--- config.mk ---
export PLATFORM = sky130hd
export DESIGN_NAME = nn_layer_engine_flat
export DESIGN_NICKNAME = d
export VERILOG_FILES = /design/src/rtl/nn_layer_if.sv /design/src/rtl/nn_layer_engine.sv /design/src/flat_wrapper.sv
export SDC_FILE = /design/constraint.sdc
export NUM_CORES = 2
export LEC_CHECK = 0
export BUFFER_PORTS_ARGS = -buffer_cell sky130_fd_sc_hd__buf_2
export CORE_UTILIZATION = 32
export CTS_CLUSTER_DIAMETER = 100
export CTS_CLUSTER_SIZE = 8
export DETAILED_ROUTE_END_ITERATION = 10
export HOLD_SLACK_MARGIN = 0.15
export PLACE_DENSITY = 0.57
export SLEW_MARGIN = 20
export SYNTH_ARGS = -nofsm -noshare
export SYNTH_HDL_FRONTEND = slang
export SYNTH_SLANG_ARGS = --single-unit
--- constraint.sdc ---
create_clock -name clk -period 23.9 [get_ports clk]
set_clock_uncertainty 0.05 [all_clocks]
set_input_delay 1.195 -clock clk [delete_from_list [all_inputs] [get_ports clk]]
set_output_delay 1.195 -clock clk [all_outputs]
set_load 0.01 [all_outputs]
--- src/rtl/nn_layer_if.sv ---
`default_nettype none
// +----------------------------------------------------------------------------+
// | Module  : nn_layer_if                                                      |
// | Brief   : Run control, weight/bias write port and result bus of one layer. |
// | Revision: 1.0                                                              |
// +----------------------------------------------------------------------------+
interface nn_layer_if #(
    parameter int BIT_WIDTH   = 9,
    parameter int MAX_INPUTS  = 16,
    parameter int MAX_NEURONS = 16
);
    localparam int c_in_cnt_w  = $clog2(MAX_INPUTS + 1);
    localparam int c_neu_cnt_w = $clog2(MAX_NEURONS + 1);
    localparam int c_in_idx_w  = $clog2(MAX_INPUTS);
    localparam int c_neu_idx_w = $clog2(MAX_NEURONS);

    logic                                    start;
    logic [c_in_cnt_w-1:0]                   cfg_num_inputs;
    logic [c_neu_cnt_w-1:0]                  cfg_num_neurons;
    logic                                    relu_en;
    logic [MAX_INPUTS-1:0][BIT_WIDTH-1:0]    inputs;
    logic                                    w_we;
    logic                                    b_we;
    logic [c_neu_idx_w-1:0]                  w_addr_n;
    logic [c_in_idx_w-1:0]                   w_addr_i;
    logic [BIT_WIDTH-1:0]                    w_data;
    logic                                    busy;
    logic                                    done;
    logic                                    wr_err;
    logic [MAX_NEURONS-1:0][BIT_WIDTH-1:0]   outputs;

    modport master (
        output start, cfg_num_inputs, cfg_num_neurons, relu_en, inputs,
        output w_we, b_we, w_addr_n, w_addr_i, w_data,
        input  busy, done, wr_err, outputs
    );

    modport slave (
        input  start, cfg_num_inputs, cfg_num_neurons, relu_en, inputs,
        input  w_we, b_we, w_addr_n, w_addr_i, w_data,
        output busy, done, wr_err, outputs
    );
endinterface
`default_nettype wire

--- src/rtl/nn_layer_engine.sv ---
`default_nettype none
// +----------------------------------------------------------------------------+
// | Module  : nn_layer_engine                                                  |
// | Brief   : Time-multiplexed fully-connected layer, one MAC, sign-magnitude. |
// | Revision: 1.0                                                              |
// +----------------------------------------------------------------------------+
module nn_layer_engine #(
    parameter int FRACTION_WIDTH = 4,
    parameter int BIT_WIDTH      = 9,
    parameter int MAX_INPUTS     = 16,
    parameter int MAX_NEURONS    = 16
) (
    input  wire logic  clk,
    input  wire logic  rst,
    nn_layer_if.slave  bus
);
    localparam int c_mag_w     = BIT_WIDTH - 1;
    localparam int c_acc_w     = 2 * BIT_WIDTH + $clog2(MAX_INPUTS) + 1;
    localparam int c_in_cnt_w  = $clog2(MAX_INPUTS + 1);
    localparam int c_neu_cnt_w = $clog2(MAX_NEURONS + 1);
    localparam int c_in_idx_w  = $clog2(MAX_INPUTS);
    localparam int c_neu_idx_w = $clog2(MAX_NEURONS);
    localparam logic signed [c_acc_w-1:0] c_sat_pos = c_acc_w'((2 ** c_mag_w) - 1);
    localparam logic signed [c_acc_w-1:0] c_sat_neg = -c_sat_pos;

    localparam logic [2:0] c_idle = 3'd0;
    localparam logic [2:0] c_load = 3'd1;
    localparam logic [2:0] c_mac  = 3'd2;
    localparam logic [2:0] c_wb   = 3'd3;
    localparam logic [2:0] c_done = 3'd4;

    logic [2:0]                             state_q, state_d;
    logic [c_neu_idx_w-1:0]                 n_q, n_d;
    logic [c_in_idx_w-1:0]                  i_q, i_d;
    logic [c_in_cnt_w-1:0]                  num_in_q, num_in_d;
    logic [c_neu_cnt_w-1:0]                 num_neu_q, num_neu_d;
    logic                                   relu_q, relu_d;
    logic [MAX_INPUTS-1:0][BIT_WIDTH-1:0]   x_q, x_d;
    logic signed [c_acc_w-1:0]              acc_q, acc_d;
    logic [BIT_WIDTH-1:0]                   w_mem_q [MAX_NEURONS][MAX_INPUTS];
    logic [BIT_WIDTH-1:0]                   w_mem_d [MAX_NEURONS][MAX_INPUTS];
    logic [BIT_WIDTH-1:0]                   b_mem_q [MAX_NEURONS];
    logic [BIT_WIDTH-1:0]                   b_mem_d [MAX_NEURONS];
    logic [MAX_NEURONS-1:0][BIT_WIDTH-1:0]  outputs_q, outputs_d;
    logic                                   busy_q, busy_d;
    logic                                   done_q, done_d;
    logic                                   wr_err_q, wr_err_d;

    logic [c_in_cnt_w-1:0]                  w_num_in;
    logic [c_neu_cnt_w-1:0]                 w_num_neu;
    logic                                   w_last_i, w_last_n, w_wr_ok;
    logic [BIT_WIDTH-1:0]                   w_x, w_w;
    logic [2*c_mag_w-1:0]                   w_prod_full, w_prod_shr;
    logic signed [c_acc_w-1:0]              w_prod_ext, w_prod, w_res;
    logic                                   w_res_neg;
    logic [c_mag_w-1:0]                     w_res_abs;
    logic [BIT_WIDTH-1:0]                   w_out;
    logic [c_neu_idx_w-1:0]                 w_n_next;

    function automatic logic signed [c_acc_w-1:0] sm_to_acc(input logic [BIT_WIDTH-1:0] v);
        logic signed [c_acc_w-1:0] m;
        m = signed'({{(c_acc_w - c_mag_w){1'b0}}, v[c_mag_w-1:0]});
        return v[BIT_WIDTH-1] ? -m : m;
    endfunction

    // A zero or oversized shape request selects the full-size layer
    assign w_num_in  = (bus.cfg_num_inputs == '0 || bus.cfg_num_inputs > c_in_cnt_w'(MAX_INPUTS))
                     ? c_in_cnt_w'(MAX_INPUTS) : bus.cfg_num_inputs;
    assign w_num_neu = (bus.cfg_num_neurons == '0 || bus.cfg_num_neurons > c_neu_cnt_w'(MAX_NEURONS))
                     ? c_neu_cnt_w'(MAX_NEURONS) : bus.cfg_num_neurons;
    assign w_last_i  = (c_in_cnt_w'(i_q) == num_in_q - c_in_cnt_w'(1));
    assign w_last_n  = (c_neu_cnt_w'(n_q) == num_neu_q - c_neu_cnt_w'(1));
    assign w_n_next  = n_q + c_neu_idx_w'(1);
    assign w_wr_ok   = (state_q == c_idle) && !bus.start;

    assign w_x         = x_q[i_q];
    assign w_w         = w_mem_q[n_q][i_q];
    assign w_prod_full = w_x[c_mag_w-1:0] * w_w[c_mag_w-1:0];
    assign w_prod_shr  = w_prod_full >> FRACTION_WIDTH;
    assign w_prod_ext  = signed'({{(c_acc_w - 2*c_mag_w){1'b0}}, w_prod_shr});
    assign w_prod      = (w_x[BIT_WIDTH-1] ^ w_w[BIT_WIDTH-1]) ? -w_prod_ext : w_prod_ext;

    always_comb begin
        w_res = acc_q;
        if (relu_q && acc_q < 0)    w_res = '0;
        else if (acc_q > c_sat_pos) w_res = c_sat_pos;
        else if (acc_q < c_sat_neg) w_res = c_sat_neg;
    end
    // The sign bit follows the two's-complement sign, so zero never comes out negative
    assign w_res_neg = w_res < 0;
    assign w_res_abs = c_mag_w'(w_res_neg ? -w_res : w_res);
    assign w_out     = {w_res_neg, w_res_abs};

    always_ff @(posedge clk or negedge rst) begin
        if (!rst) state_q <= c_idle;
        else      state_q <= state_d;
    end

    always_comb begin
        state_d = state_q;
        case (state_q)
            c_idle:  if (bus.start) state_d = c_load;
            c_load:  state_d = c_mac;
            c_mac:   if (w_last_i) state_d = c_wb;
            c_wb:    state_d = w_last_n ? c_done : c_mac;
            c_done:  state_d = c_idle;
            default: state_d = c_idle;
        endcase
    end

    always_comb begin
        busy_d = (state_q == c_load) || (state_q == c_mac) || (state_q == c_wb);
        done_d = (state_q == c_done);
    end

    always_comb begin
        n_d       = n_q;
        i_d       = i_q;
        num_in_d  = num_in_q;
        num_neu_d = num_neu_q;
        relu_d    = relu_q;
        x_d       = x_q;
        acc_d     = acc_q;
        w_mem_d   = w_mem_q;
        b_mem_d   = b_mem_q;
        outputs_d = outputs_q;
        wr_err_d  = (bus.w_we || bus.b_we) && !w_wr_ok;
        if (w_wr_ok && bus.w_we) w_mem_d[bus.w_addr_n][bus.w_addr_i] = bus.w_data;
        if (w_wr_ok && bus.b_we) b_mem_d[bus.w_addr_n] = bus.w_data;
        case (state_q)
            c_load: begin
                x_d       = bus.inputs;
                relu_d    = bus.relu_en;
                num_in_d  = w_num_in;
                num_neu_d = w_num_neu;
                n_d       = '0;
                i_d       = '0;
                acc_d     = sm_to_acc(b_mem_q[0]);
                for (int k = 0; k < MAX_NEURONS; k++)
                    if (k >= int'(w_num_neu)) outputs_d[k] = '0;
            end
            c_mac: begin
                acc_d = acc_q + w_prod;
                if (!w_last_i) i_d = i_q + c_in_idx_w'(1);
            end
            c_wb: begin
                outputs_d[n_q] = w_out;
                if (!w_last_n) begin
                    n_d   = w_n_next;
                    i_d   = '0;
                    acc_d = sm_to_acc(b_mem_q[w_n_next]);
                end
            end
            default: ;
        endcase
    end

    always_ff @(posedge clk or negedge rst) begin
        if (!rst) begin
            n_q       <= '0;
            i_q       <= '0;
            num_in_q  <= '0;
            num_neu_q <= '0;
            relu_q    <= 1'b0;
            x_q       <= '0;
            acc_q     <= '0;
            w_mem_q   <= '{default: '0};
            b_mem_q   <= '{default: '0};
            outputs_q <= '0;
            busy_q    <= 1'b0;
            done_q    <= 1'b0;
            wr_err_q  <= 1'b0;
        end else begin
            n_q       <= n_d;
            i_q       <= i_d;
            num_in_q  <= num_in_d;
            num_neu_q <= num_neu_d;
            relu_q    <= relu_d;
            x_q       <= x_d;
            acc_q     <= acc_d;
            w_mem_q   <= w_mem_d;
            b_mem_q   <= b_mem_d;
            outputs_q <= outputs_d;
            busy_q    <= busy_d;
            done_q    <= done_d;
            wr_err_q  <= wr_err_d;
        end
    end

    assign bus.busy    = busy_q;
    assign bus.done    = done_q;
    assign bus.wr_err  = wr_err_q;
    assign bus.outputs = outputs_q;
endmodule
`default_nettype wire

--- src/flat_wrapper.sv ---
// flat-port wrapper written by rule: the top's interface ports become plain ports
module nn_layer_engine_flat 
#(
    parameter int FRACTION_WIDTH = 4,
    parameter int BIT_WIDTH      = 9,
    parameter int MAX_INPUTS     = 16,
    parameter int MAX_NEURONS    = 16
)
  (clk, rst, bus_start, bus_cfg_num_inputs, bus_cfg_num_neurons, bus_relu_en, bus_inputs, bus_w_we, bus_b_we, bus_w_addr_n, bus_w_addr_i, bus_w_data, bus_busy, bus_done, bus_wr_err, bus_outputs);
  nn_layer_if #(.BIT_WIDTH(BIT_WIDTH), .MAX_INPUTS(MAX_INPUTS), .MAX_NEURONS(MAX_NEURONS)) bus_i ();
  input  wire logic clk;
  input  wire logic rst;
  input wire logic [$bits(bus_i.start)-1:0] bus_start;
  input wire logic [$bits(bus_i.cfg_num_inputs)-1:0] bus_cfg_num_inputs;
  input wire logic [$bits(bus_i.cfg_num_neurons)-1:0] bus_cfg_num_neurons;
  input wire logic [$bits(bus_i.relu_en)-1:0] bus_relu_en;
  input wire logic [$bits(bus_i.inputs)-1:0] bus_inputs;
  input wire logic [$bits(bus_i.w_we)-1:0] bus_w_we;
  input wire logic [$bits(bus_i.b_we)-1:0] bus_b_we;
  input wire logic [$bits(bus_i.w_addr_n)-1:0] bus_w_addr_n;
  input wire logic [$bits(bus_i.w_addr_i)-1:0] bus_w_addr_i;
  input wire logic [$bits(bus_i.w_data)-1:0] bus_w_data;
  output wire logic [$bits(bus_i.busy)-1:0] bus_busy;
  output wire logic [$bits(bus_i.done)-1:0] bus_done;
  output wire logic [$bits(bus_i.wr_err)-1:0] bus_wr_err;
  output wire logic [$bits(bus_i.outputs)-1:0] bus_outputs;
  assign bus_i.start = bus_start;
  assign bus_i.cfg_num_inputs = bus_cfg_num_inputs;
  assign bus_i.cfg_num_neurons = bus_cfg_num_neurons;
  assign bus_i.relu_en = bus_relu_en;
  assign bus_i.inputs = bus_inputs;
  assign bus_i.w_we = bus_w_we;
  assign bus_i.b_we = bus_b_we;
  assign bus_i.w_addr_n = bus_w_addr_n;
  assign bus_i.w_addr_i = bus_w_addr_i;
  assign bus_i.w_data = bus_w_data;
  assign bus_busy = bus_i.busy;
  assign bus_done = bus_i.done;
  assign bus_wr_err = bus_i.wr_err;
  assign bus_outputs = bus_i.outputs;
  nn_layer_engine #(.FRACTION_WIDTH(FRACTION_WIDTH), .BIT_WIDTH(BIT_WIDTH), .MAX_INPUTS(MAX_INPUTS), .MAX_NEURONS(MAX_NEURONS)) u_core (.clk(clk), .rst(rst), .bus(bus_i));
endmodule
==> results.py <==
metrics = {
    "clock_tree": {
        "clkLatencyLatePin_ps": 980,
        "cts-root-buf": "clkbuf_16",
        "cts_hold_buf": 0,
        "cts_buffers": 387,
        "clock_sinks": 2784,
        "cts_max_path_buffers": 4,
        "postCtsSetupRepairBufs": 0,
        "ctsResizeCount": 0,
        "clk_pin_slew_worst_paths_ps": 50,
        "cts_tree": "built",
        "htree_num_levels": 5,
    },
    "logic_synthesis": {
        "synth-edff-count": 0,
        "async_reset_ff_frac": 1.00,
        "synth.avg_cell_area_um2": 14.7,
        "synth_mux_area_frac": 0.351,
        "ys_types": 100,
        "ys.flop_type": "dfrtp_1",
        "syn_inst": 8786,
        "syn-num-nets": 9071,
        "synth-adder-area-share": 0.0127,
        "synth_area_leaders": "dfrtp_1 (54%), mux2_2 (22%), mux4_2 (13%)",
        "netlist.top_cell.by_area": "dfrtp_1",
        "synth_compound_area_frac": 0.0280,
        "ys_ff_latch": 2784,
        "synth_area_um2": 130000,
        "synth_xor_area_frac": 0.00445,
        "synth-simple-area-share": 0.0432,
        "yosys_warnings": 0,
        "yosysSeqAreaShare": 0.538,
        "synth_top_area_share": 0.538,
        "synth_top_family_by_area": "multiplexers",
    },
    "floorplan": {
        "ios": 324,
        "core_um2": 403000,
        "die_h_um": 638,
        "die_w_um": 638,
        "dieArea_um2": 407000,
        "fp-row-count": 233,
        "start_util": 0.321,
    },
    "pwr": {
        "p_switching_mw": 6.23,
        "max-vdd-ir-drop_mv": 0.289,
        "p_seq_frac": 0.323,
        "p_int_mw": 10.5,
        "power.leakage_nw": 69.7,
        "power_density_nw_per_um2": 113,
        "combPwrFrac": 0.383,
        "power.share.clock": 0.294,
        "p_sw_frac": 0.373,
    },
    "sta": {
        "tightest_slew_ps": 1200,
        "hold_viol": 0,
        "fin_crit_ps": 13570,
        "setup_violations": 0,
        "slew_headroom": 0.195,
        "drv_slew": 0,
        "fin_crit_sh": 0.568,
        "setup-tns-final_ps": 0,
        "final.hold.worst_slack_ps": 183,
        "rsz0062_at_grt": "false",
        "clock.fmax_mhz": 73.7,
    },
    "layout": {
        "layout_commonest_cell": "dfrtp_1",
        "drive_gt1_frac": 0.466,
        "post-route-util": 0.366,
        "design_area_um2": 148000,
        "layout.cells.non_filler": 14500,
        "area_growth_syn_to_layout_pct": 14.0,
        "nets": 9365,
        "layout_common_cells": "dfrtp_1 (2,777), mux2_2 (2,486), nand2_1 (739)",
    },
    "placement": {
        "dpl-instance-area_um2": 137000,
        "dp_hpwl_mm": 250,
        "place_inst": 14100,
        "gp_congestion": 0.854,
        "numPortBuffers": 323,
    },
    "detailed_routing": {
        "route.detailed.drc": 0,
        "via_per_inst": 5.42,
        "initialDrtViolationCount": 5908,
        "wl_per_cell_um": 26.9,
        "vias": 78700,
        "postRouteAntennaNets": 0,
        "drt_wl_total_mm": 391,
        "first_pass_iters": 6,
    },
    "global_route": {
        "grtUsageMet2": 0.304,
        "met3_usage": 0.0302,
        "overflow": 0,
        "grt_max_degree": 160,
        "antenna_found_initial": 26,
        "grt_usage": 0.190,
        "grt_pass1_vias": 83600,
        "grt_pass1_wl_mm": 582,
        "grt_use_met1": 0.260,
        "busiest_layer": "met2",
    },
    "job": {
        "cap_violations": 0,
    },
    "critical_path": {
        "cp.arrival_ps": 14390,
        "path_max_fanout": 93,
        "cp_data_required_time_ps": 24720,
        "crit_type": "reg -> reg",
        "cpPeakStageDelay_ps": 1010,
        "path_delay_family": "compound AO/OA/AOI/OAI gates",
        "cp_num_buf_inv": 3,
        "crit_path_start_kind": "register",
        "end_kind": "register",
        "cp_slowest_cell": "dfrtp_4",
        "cpMostUsedCell": "ha_1",
    },
    "min_path": {
        "hold_path.class": "in -> async",
    },
    "status": {
        "status": "complete, no violations",
    },
}
==> worst paths after layout <==
kind,startpoint,to,slack [ps],cells after the start
max reg2reg,u_core.n_q[0],u_core.acc_q[17],10330,37
max in group asynchronous,rst,u_core.w_mem_q[1147],18530,7
min,rst,u_core.x_q[75],180,1
min reg2reg,u_core.x_q[97],u_core.x_q[97],420,2
max,u_core.n_q[0],u_core.acc_q[17],10330,37
min in group clk,bus_inputs[80],u_core.x_q[80],400,3
==> power by group through the flow <==
stage	clock network [mW]	registers (mW)	logic, mW
after detailed placement	0	5.47	6.39
after global routing	5.21	5.43	6.99
after global placement	0	5.45	6.37
after floorplan	0	5.35	4.54
after CTS	5.02	5.39	6.42
final	4.91	5.40	6.40
==> layer usage <==
| metal | vias to the layer above | part of all wire |
|---|---|---|
| met5 | - | 0.00026 |
| li1 | 32800 | - |
| met2 | 2405 | 0.47 |
| met4 | 12 | 0.037 |
| met3 | 639 | 0.055 |
| met1 | 42900 | 0.44 |
==> stage by stage <==
stage	total power, mW	setup slack [ps]
2_1_floorplan	9.89	12710
3_3_place_gp	11.8	10370
3_5_place_dp	11.9	10320
4_1_cts	16.8	10270
5_1_grt	17.6	9570
6_report	16.7	10330
==> kinds of logic (layout without fill, tap and decap cells) <==
| kind of cell | Yosys count | after routing |
|---|---|---|
| and+or+nand+nor | 1311 | 1311 |
| buffers and inverters | 691 | 1018 |
| AOI/OAI and AO/OA | 510 | 510 |
| xor gates and xnor gates | 62 | 62 |
| adders and majority gates | 110 | 110 |
| other | 0 | 7 |
| DFF | 2784 | 2784 |
| muxes | 3318 | 3318 |
==> cell usage after synthesis, types with 7 or more instances <==
cell and instances:
nand3b_1 9, a21oi_1 66, nand2_1 742, clkbuf_1 488, a221oi_1 35, mux4_2 728
inv_1 87, fa_1 37, buf_1 27, or3_1 8, nor4_1 9, nor2b_1 24
nor3_1 27, xor2_1 16, nand4_1 11, mux2_2 2486, a31oi_1 15, a21o_1 11
a22oi_1 33, and3_1 11, a41oi_1 7, nand3_1 53, buf_6 17, o21ai_0 137
a22o_1 86, o22ai_1 13, o221ai_1 15, nand2b_1 28, dfrtp_1 2784, and2_1 57
buf_2 58, a211o_1 7, xnor2_1 43, buf_4 7, nor2_1 300, mux2i_1 96
o31ai_1 8, ha_1 71
==> final cells by class <==
class                      instances  area, um2
antenna                            7       17.5
tap                             5405       6760
fill                           38000     255000
multi-input combinational       5311      57200
clock inverter                    22        433
sequential                      2784      69700
clock buffer                     400       9850
timing repair buffer             507       3280
inverter                          89        334
==> state kept, by name, summed over array words and instances (netlist names) <==
name	count
u_core.num_in_q	5
u_core.x_q	144
u_core.bus.outputs	144
u_core.b_mem_q	144
u_core.num_neu_q	5
u_core.bus.busy	1
u_core.bus.wr_err	1
u_core.n_q	4
u_core.state_q	3
u_core.acc_q	23
u_core.w_mem_q	2304
u_core.i_q	4
u_core.bus.done	1
u_core.relu_q	1
Note: power is estimated with default switching activity, not from simulation.
